`src/rtl/rpg_dump_pkg.sv`:
```
// rpg_dump_pkg: shared constants and FSM encoding for the UART memory-dump path.
package rpg_dump_pkg;
    localparam logic UART_IDLE = 1'b1;
    localparam int CLKS_PER_BIT_DEF = 217;
    typedef enum logic [2:0] {IDLE, RD_REQ, SEND, NEXT, SUM, FIN} state_t;
endpackage

```
`src/rtl/uart_tx_byte.sv`:
```
// uart_tx_byte: 8N1 byte serialiser; ready also covers the last stop-bit clock so frames chain back-to-back.
module uart_tx_byte
    import rpg_dump_pkg::*;
#(
    parameter int CLKS_PER_BIT = CLKS_PER_BIT_DEF
) (
    input  logic       clk,
    input  logic       rst,
    input  logic [7:0] data,
    input  logic       valid,
    output logic       ready,
    output logic       tx
);
    localparam int BW = $clog2(CLKS_PER_BIT + 1);
    logic          busy;
    logic [8:0]    shreg;
    logic [3:0]    bit_cnt;
    logic [BW-1:0] baud;
    logic          bit_end;
    assign bit_end = baud == BW'(CLKS_PER_BIT - 1);
    assign ready   = !busy || (bit_end && bit_cnt == 4'd9);
    always_ff @(posedge clk) begin
        if (rst) begin
            busy    <= 1'b0;
            tx      <= UART_IDLE;
            shreg   <= '0;
            bit_cnt <= '0;
            baud    <= '0;
        end else if (valid && ready) begin
            busy    <= 1'b1;
            tx      <= 1'b0;
            shreg   <= {1'b1, data};
            bit_cnt <= '0;
            baud    <= '0;
        end else if (busy) begin
            if (bit_end) begin
                baud    <= '0;
                bit_cnt <= bit_cnt + 4'd1;
                tx      <= bit_cnt == 4'd9 ? UART_IDLE : shreg[0];
                shreg   <= shreg >> 1;
                busy    <= bit_cnt != 4'd9;
            end else begin
                baud <= baud + BW'(1);
            end
        end
    end
endmodule

```
`src/rtl/rpg_dump.sv`:
```
// rpg_dump: reads a block of words from memory and sends them little-endian over UART,
// followed by an XOR checksum byte.
module rpg_dump
    import rpg_dump_pkg::*;
#(
    parameter int CLKS_PER_BIT = CLKS_PER_BIT_DEF,
    parameter int ADDR_W       = 23
) (
    input  logic              clk,
    input  logic              rst,
    input  logic              start,
    input  logic [ADDR_W-1:0] base_addr,
    input  logic [ADDR_W-1:0] word_count,
    output logic [ADDR_W-1:0] mem_addr,
    output logic              mem_read,
    input  logic [31:0]       mem_data,
    input  logic              mem_ok,
    output logic              tx,
    output logic              busy,
    output logic              done,
    output logic [7:0]        xorc
);
    state_t            state, state_n;
    logic [ADDR_W-1:0] ptr, remaining;
    logic [31:0]       word_buf;
    logic [1:0]        byte_idx;
    logic [7:0]        cur_byte, ser_data;
    logic              ser_valid, ser_ready, accept;
    assign cur_byte = word_buf[{byte_idx, 3'b000} +: 8];
    assign accept   = state == IDLE && start && !done;
    assign mem_addr = ptr;
    assign mem_read = state == RD_REQ;
    assign busy     = state != IDLE;
    assign ser_data = state == SUM ? xorc : cur_byte;
    always_comb begin
        state_n   = state;
        ser_valid = 1'b0;
        case (state)
            IDLE:    state_n = !accept ? IDLE : word_count == '0 ? SUM : RD_REQ;
            RD_REQ:  state_n = mem_ok ? SEND : RD_REQ;
            SEND: begin
                ser_valid = 1'b1;
                state_n   = ser_ready && byte_idx == 2'd3 ? NEXT : SEND;
            end
            NEXT:    state_n = remaining == ADDR_W'(1) ? SUM : RD_REQ;
            SUM: begin
                ser_valid = 1'b1;
                state_n   = ser_ready ? FIN : SUM;
            end
            FIN:     state_n = ser_ready ? IDLE : FIN;
            default: state_n = IDLE;
        endcase
    end
    always_ff @(posedge clk) begin
        if (rst) begin
            state     <= IDLE;
            ptr       <= '0;
            remaining <= '0;
            word_buf  <= '0;
            byte_idx  <= '0;
            xorc      <= '0;
            done      <= 1'b0;
        end else begin
            state <= state_n;
            done  <= state == FIN && ser_ready;
            if (accept) begin
                ptr       <= base_addr;
                remaining <= word_count;
                xorc      <= '0;
            end
            if (state == RD_REQ && mem_ok) begin
                word_buf <= mem_data;
                byte_idx <= '0;
            end
            if (state == SEND && ser_ready) begin
                xorc     <= xorc ^ cur_byte;
                byte_idx <= byte_idx + 2'd1;
            end
            if (state == NEXT) begin
                ptr       <= ptr + ADDR_W'(1);
                remaining <= remaining - ADDR_W'(1);
            end
        end
    end
    uart_tx_byte #(.CLKS_PER_BIT(CLKS_PER_BIT)) u_tx (
        .clk   (clk),
        .rst   (rst),
        .data  (ser_data),
        .valid (ser_valid),
        .ready (ser_ready),
        .tx    (tx)
    );
endmodule

```
`config.mk`:
```
export PLATFORM = sky130hd
export DESIGN_NAME = rpg_dump
export DESIGN_NICKNAME = d
export VERILOG_FILES = /design/src/rtl/rpg_dump_pkg.sv /design/src/rtl/uart_tx_byte.sv /design/src/rtl/rpg_dump.sv
export SDC_FILE = /design/constraint.sdc
export NUM_CORES = 1
export LEC_CHECK = 0
export CAP_MARGIN = 10
export CORE_ASPECT_RATIO = 0.8
export CORE_MARGIN = 2
export CORE_UTILIZATION = 52
export CTS_CLUSTER_SIZE = 40
export DETAILED_ROUTE_END_ITERATION = 8
export PLACE_DENSITY = 0.85
export SYNTH_ARGS = -nofsm -noshare
export SYNTH_HDL_FRONTEND = slang
export SYNTH_SLANG_ARGS = --single-unit
export TNS_END_PERCENT = 20
```
`constraint.sdc`:
```
create_clock -name clk -period 2.4 [get_ports clk]
set_input_delay 0.6 -clock clk [delete_from_list [all_inputs] [get_ports clk]]
set_output_delay 0.6 -clock clk [all_outputs]
set_load 0.01 [all_outputs]
```
==> results of run 1 <==
[placed cells by master, fill, tap and decap left out, drive strengths merged, types with 5 or more instances in the layout]
master         count
nand2            117
dfxtp            115
clkdlybuf4s50    114
a21oi             72
nor2              53
nand3             37
buf               27
nor3              25
o21ai             20
clkbuf            20
a31oi             17
nor4              15
xor2              14
or3               13
nand4             12
o211ai            11
inv               11
mux2i              9
mux4               8
a221o              8
ha                 8
or4                8
nand2b             6
o311ai             6
a2bb2oi            5
a311oi             5
clkinvlp           5
or2                5
nor2b              5
[kinds of logic (layout without fill, tap and decap cells)]
kind of cell | count (synthesis) | after routing | share of synthesized area, %
buffers and inverters | 53 | 184 | 3.614
DFF | 115 | 115 | 40.80
AOI/OAI and AO/OA | 164 | 164 | 18.45
adders and majority gates | 8 | 8 | 1.774
muxes | 21 | 21 | 5.588
xor gates and xnor gates | 17 | 17 | 2.639
and+or+nand+nor | 313 | 313 | 27.14
[final cells by class]
cell class	count	area [sq um]	area share, %
clock buffer	20	456.7	5.967
clock inverter	12	155.1	2.027
inverter	10	37.54	0.4904
multi-input combinational	523	3154	41.21
sequential	115	2308	30.16
tap	140	175.2	2.289
timing repair buffer	142	1366	17.85
[tightest hold or removal path: stages, from the launching register on]
cell and delay, ns:
dfxtp_1 0.30, nand2_1 0.05, a21oi_1 0.05
[stage by stage]
stage	util [%]	TNS (ns)	instances	hold WS (ns)
2_1_floorplan	-	0	691	0.4331
3_3_place_gp	67.50	0	930	0.4403
3_5_place_dp	67.50	0	930	0.4456
4_1_cts	73.46	-0.002151	962	0.4531
5_1_grt	73.56	0	962	0.4596
6_report	73.56	0	962	0.4515
[where the power goes]
part	switching, W	leakage (nW)	internal, W
logic	0.000382	1.39	0.000368
registers	0.000103	0.939	0.00201
clock network	0.000920	0.285	0.00169
total	0.00141	2.61	0.00406
[repair_timing]
item	in CTS	in global routing
hold buffers	0	0
gates resized for setup	3	6
endpoints found under the setup margin	2	10
[worst max path at each step]
stage,start,endpoint,slack [ns]
after floorplan,u_tx.baud[0],u_tx.shreg[0],0.24
after global placement,start,mem_addr[8],0.17
after detailed placement,start,remaining[20],0.12
after CTS,state[0],mem_read,-0.002
after global routing,remaining[6],remaining[17],0.003
final,remaining[6],remaining[17],0.09
[routing by layer]
layer	global-route usage [%]	up-vias	routed length [microns]
met4	7.782	0	292
met3	8.979	41	1395
met5	0	-	0
met2	44.02	280	7484
li1	-	2759	-
met1	36.46	2674	7060
[state kept, by name (all words and copies together) (netlist names), 2 cells and up]
register,flops
word_buf,32
u_tx.bit_cnt,4
u_tx.shreg,9
mem_addr,23
u_tx.baud,8
byte_idx,2
xorc,8
remaining,23
state,3
==> flow_metrics.tcl, run 1 <==
set metrics [dict create \
    grt_max_degree 45 \
    hold_depth 2 \
    path_clk_slew_ns 0.05 \
    core_area_sq_um 10410 \
    grt_pass1_vias 5538 \
    critical-path-slowest-cell "or4_4" \
    drtIter0Drc 758 \
    postLayoutCellArea_sq_um 7654 \
    p_total_w 0.005464 \
    crit_buf_inv 0 \
    worstPathMaxFanout 8 \
    skew_ns 0.006121 \
    worstSetupEndpointType "register" \
    synth_area_leaders "dfxtp_1 41%, nand2_1 7.8%, a21oi_1 6.4%, nor2_1 3.5%, nand3_1 3.3%" \
    setup_viol 0 \
    vias 5754 \
    yosys_warnings 0 \
    drive_gt1_share_pct 10.58 \
    diodes 0 \
    ios 117 \
    cp.depth 5 \
    wl_mm 16.23 \
    clkLatencyLatePin_ns 0.42 \
    numClockSinks 115 \
    grt_usage_pct 27.82 \
    fill_cells 793 \
    hold_start "word_buf[20]" \
    cts_tree "yes" \
    start_kind "register" \
    grt_pass1_wl_mm 26.50 \
    rows 33 \
    port_buffers 116 \
    drc 0 \
    fin_nets 899 \
    power_leakage_nw 2.609 \
    async_reset_ff_share_pct 0 \
    cts_made_buffers 17 \
    syn_inst 691 \
    ys_ff_latch 115 \
    gp_congestion 0.9277 \
    worst_slew_pin_slew_ns 0.7386 \
    clockBufferDepth 2 \
    synth_top_area_share_pct 40.80 \
    avgSynthCellArea_sq_um 8.166 \
    hp-class "reg2reg" \
    reg2reg_to "remaining[17]" \
    drt_pre_antenna_iters 5 \
    cp.required_ns 2.74 \
    path_delay_family "simple AND/OR/NAND/NOR gates" \
    ff2ff_setup_slack_ns 0.09 \
    netlist.top_cell.by_area "dfxtp_1" \
    cts_setup_buffers 0 \
    design.die.area_sq_um 11710 \
    drv_slew 0 \
    pre_cts_slack_ns 0.1243 \
    critPathMaxStageDelay_ns 0.59 \
    setup_ws_ns 0.09052 \
    critPathMostFrequentCell "or4_4" \
    rr_startpoint "remaining[6]" \
    worst-r2r-cell-count 5 \
    ant_nets 0 \
    cap_violations 0 \
    cts_max_level 4 \
    peakVddDrop_mv 0.5742 \
    finalHoldViolCount 0 \
    syn2layout_area_growth_pct 35.63 \
    place_area_sq_um 7023 \
    status "complete, no violations" \
    antenna_found_initial 0 \
    wl_per_cell_microns 16.87 \
    whs_endpoint "word_buf[20]" \
    synthDistinctLibCells 58 \
    dp_hpwl_mm 11.34 \
    die_x_microns 120.5 \
    synth_ff_type "dfxtp_1" \
    ys_seq_area_share_pct 40.80 \
    cts_root_buf "clkbuf_16" \
    syn-num-nets 781 \
    yosys-top-cells-count "117 x nand2_1, 115 x dfxtp_1, 72 x a21oi_1, 52 x nor2_1, 37 x nand3_1" \
    grt_setup_unrepaired "false" \
    crit_chain "or4_4 > or4_4 > nor4_2 > mux2_1 > a21oi_1" \
    critical_path_arrival_ns 2.65 \
    yosysMostFrequentCell "nand2_1" \
    final.period_utilization_pct 96.23 \
    max_slew_margin_pct 50.31 \
    die_y_microns 97.18 \
    grt.overflow.total 0 \
    synth_edf_count 0 \
    vias_per_cell 5.981 \
    power.density_nw_per_um2 714.0 \
    synth_area_sq_um 5643 \
    fmax_mhz 433.0 \
    criticalPathCategory "reg2reg" \
    start_util_pct 54.23 \
    layout_min_cycle_time_ns 2.309 \
]
(Power assumes the default switching activity.)
==> inputs of run 2 (changes only) <==
--- a/config.mk
+++ b/config.mk
@@ -8,10 +8,11 @@
 export CAP_MARGIN = 10
 export CORE_ASPECT_RATIO = 0.8
 export CORE_MARGIN = 2
-export CORE_UTILIZATION = 52
+export CORE_UTILIZATION = 53
 export CTS_CLUSTER_SIZE = 40
 export DETAILED_ROUTE_END_ITERATION = 8
-export PLACE_DENSITY = 0.85
+export DONT_BUFFER_PORTS = 1
+export PLACE_DENSITY = 0.68
 export SYNTH_ARGS = -nofsm -noshare
 export SYNTH_HDL_FRONTEND = slang
 export SYNTH_SLANG_ARGS = --single-unit
==> run 2 against run 1 <==
Against the previous run: total power fell by 7.8%; routed wire length fell by 7.9%; via count fell by 9.6%; clock power fell by 7%; first-iteration DRC count fell by 44%; core utilization fell by 11 points; worst hold slack got worse by 0.18 ns.
==> flow_metrics.tcl, run 2 (same netlist as run 1, synthesis figures left out) <==
set metrics [dict create \
    status "complete, no violations" \
    multi_input_area_sq_um 3147 \
    cts_setup_buffers 0 \
    ant_nets 0 \
    grt_max_degree 85 \
    antenna_found_initial 1 \
    numClockSinks 115 \
    postLayoutCellArea_sq_um 6424 \
    finalHoldViolCount 0 \
    fmax_mhz 447.0 \
    largest_reg_flops 32 \
    p_total_w 0.005037 \
    power.share.clock_pct 48.2 \
    die_x_microns 119.4 \
    clkLatencyLatePin_ns 0.41 \
    die_y_microns 96.29 \
    worst_slew_pin_slew_ns 0.6966 \
    cap_violations 0 \
    critical_path_arrival_ns 2.53 \
    final.period_utilization_pct 93.22 \
    critical-path-slowest-cell "or4b_1" \
    criticalPathCategory "reg2reg" \
    post_cts.resized_instances 0 \
    final_common_cell "nand2_1" \
    grt.overflow.total 0 \
    fin_setup_tns_ns 0 \
    diodes 0 \
    peakVddDrop_mv 0.4695 \
    power_leakage_nw 2.142 \
    layout_min_cycle_time_ns 2.237 \
    intPower_w 0.003722 \
    start_kind "register" \
    cts_max_level 4 \
    fin_nets 781 \
    switchingPower_w 0.001315 \
    layout.cells.most_common_list "117 x nand2_1, 115 x dfxtp_1, 72 x a21oi_1" \
    ios 117 \
    wl_per_cell_microns 17.72 \
    hp-class "in2reg" \
    power.density_nw_per_um2 784.1 \
    cts_root_buf "clkbuf_16" \
    design.die.area_sq_um 11490 \
    core_area_sq_um 10320 \
    skew_ns 0.01024 \
    critPathMaxStageDelay_ns 0.60 \
    gp_congestion 0.9124 \
    drtIter0Drc 426 \
    drv_slew 0 \
    place_area_sq_um 5852 \
    power_frac_comb_pct 9.7 \
    drive_gt1_share_pct 11.08 \
    drt_pre_antenna_iters 5 \
    p_seq_share_pct 42.1 \
    wl_mm 14.96 \
    port_buffers 0 \
    crit_chain "inv_1 > ha_1 > nand4_1 > or4b_1 > o21a_1 > and2_1 > a221o_1" \
    regArea_sq_um 2302 \
    path_clk_slew_ns 0.05 \
    dp_hpwl_mm 10.40 \
    drc 0 \
    worstSetupEndpointType "register" \
    cts_tree "yes" \
    grt_pass1_wl_mm 24.62 \
    switching_share_pct 26.10 \
    cts_made_buffers 17 \
    grt_usage_pct 27.09 \
    rows 33 \
    max_slew_margin_pct 53.39 \
    final_core_util_pct 62.23 \
    postCtsHoldBufs 0 \
    top_register "word_buf" \
    cp.required_ns 2.69 \
    setup_viol 0 \
    grt_setup_unrepaired "false" \
    vias_per_cell 6.165 \
    worstPathMaxFanout 8 \
    clockBufferDepth 2 \
    grt_pass1_vias 4998 \
    vias 5203 \
    fill_cells 934 \
    start_util_pct 54.67 \
    syn2layout_area_growth_pct 13.84 \
]
run 2: layout make-up:
cell class	instances	area share, %
clock buffers	19	6.739
repair buffers	24	3.000
well taps	140	2.727
flip-flops and latches	115	35.84
clock inverters	13	2.123
multi-input cells	523	48.99
inverters	10	0.5843
run 2: final timing paths:
check                                   from       endpoint  slack, ns  cells past startpoint
worst max-delay path            u_tx.baud[0]  u_tx.shreg[5]       0.16                      7
worst min register to register  word_buf[20]   word_buf[20]       0.45                      2
worst max register to register  u_tx.baud[0]  u_tx.shreg[5]       0.16                      7
worst min-delay path                     rst   remaining[3]       0.27                      1
run 2: per-stage QoR:
| stage | setup WS, ns | std cells | hold WS [ns] |
|---|---|---|---|
| after detailed placement | 0.1344 | 812 | 0.4410 |
| after CTS | 0.1053 | 844 | 0.2534 |
| final | 0.1628 | 844 | 0.2729 |
| after global routing | 0.04371 | 844 | 0.2613 |
| after floorplan | 0.2449 | 691 | 0.4331 |
| after global placement | 0.2352 | 812 | 0.4347 |
run 2: power groups by stage:
stage / clock, W / combinational [W] / sequential, W
2_1_floorplan: 0 / 0.000378 / 0.00213
3_3_place_gp: 0 / 0.000465 / 0.00215
3_5_place_dp: 0 / 0.000477 / 0.00216
4_1_cts: 0.00246 / 0.000482 / 0.00212
5_1_grt: 0.00254 / 0.000545 / 0.00214
6_report: 0.00243 / 0.000487 / 0.00212
run 2: critical path: cells and delay by family (launching register included):
family | cells | cell delay (ns)
simple gates | 3 | 1.00
compound gates | 2 | 0.56
flops | 1 | 0.32
fa+ha+maj | 1 | 0.16
buf+inv | 1 | 0.09
run 2: per-layer routing:
metal	vias to the layer above	wire, microns	track usage [%]
li1	2522	-	-
met1	2459	6712	36.44
met4	2	256	11.37
met3	23	1330	8.235
met2	197	6645	40.66
met5	-	13	0
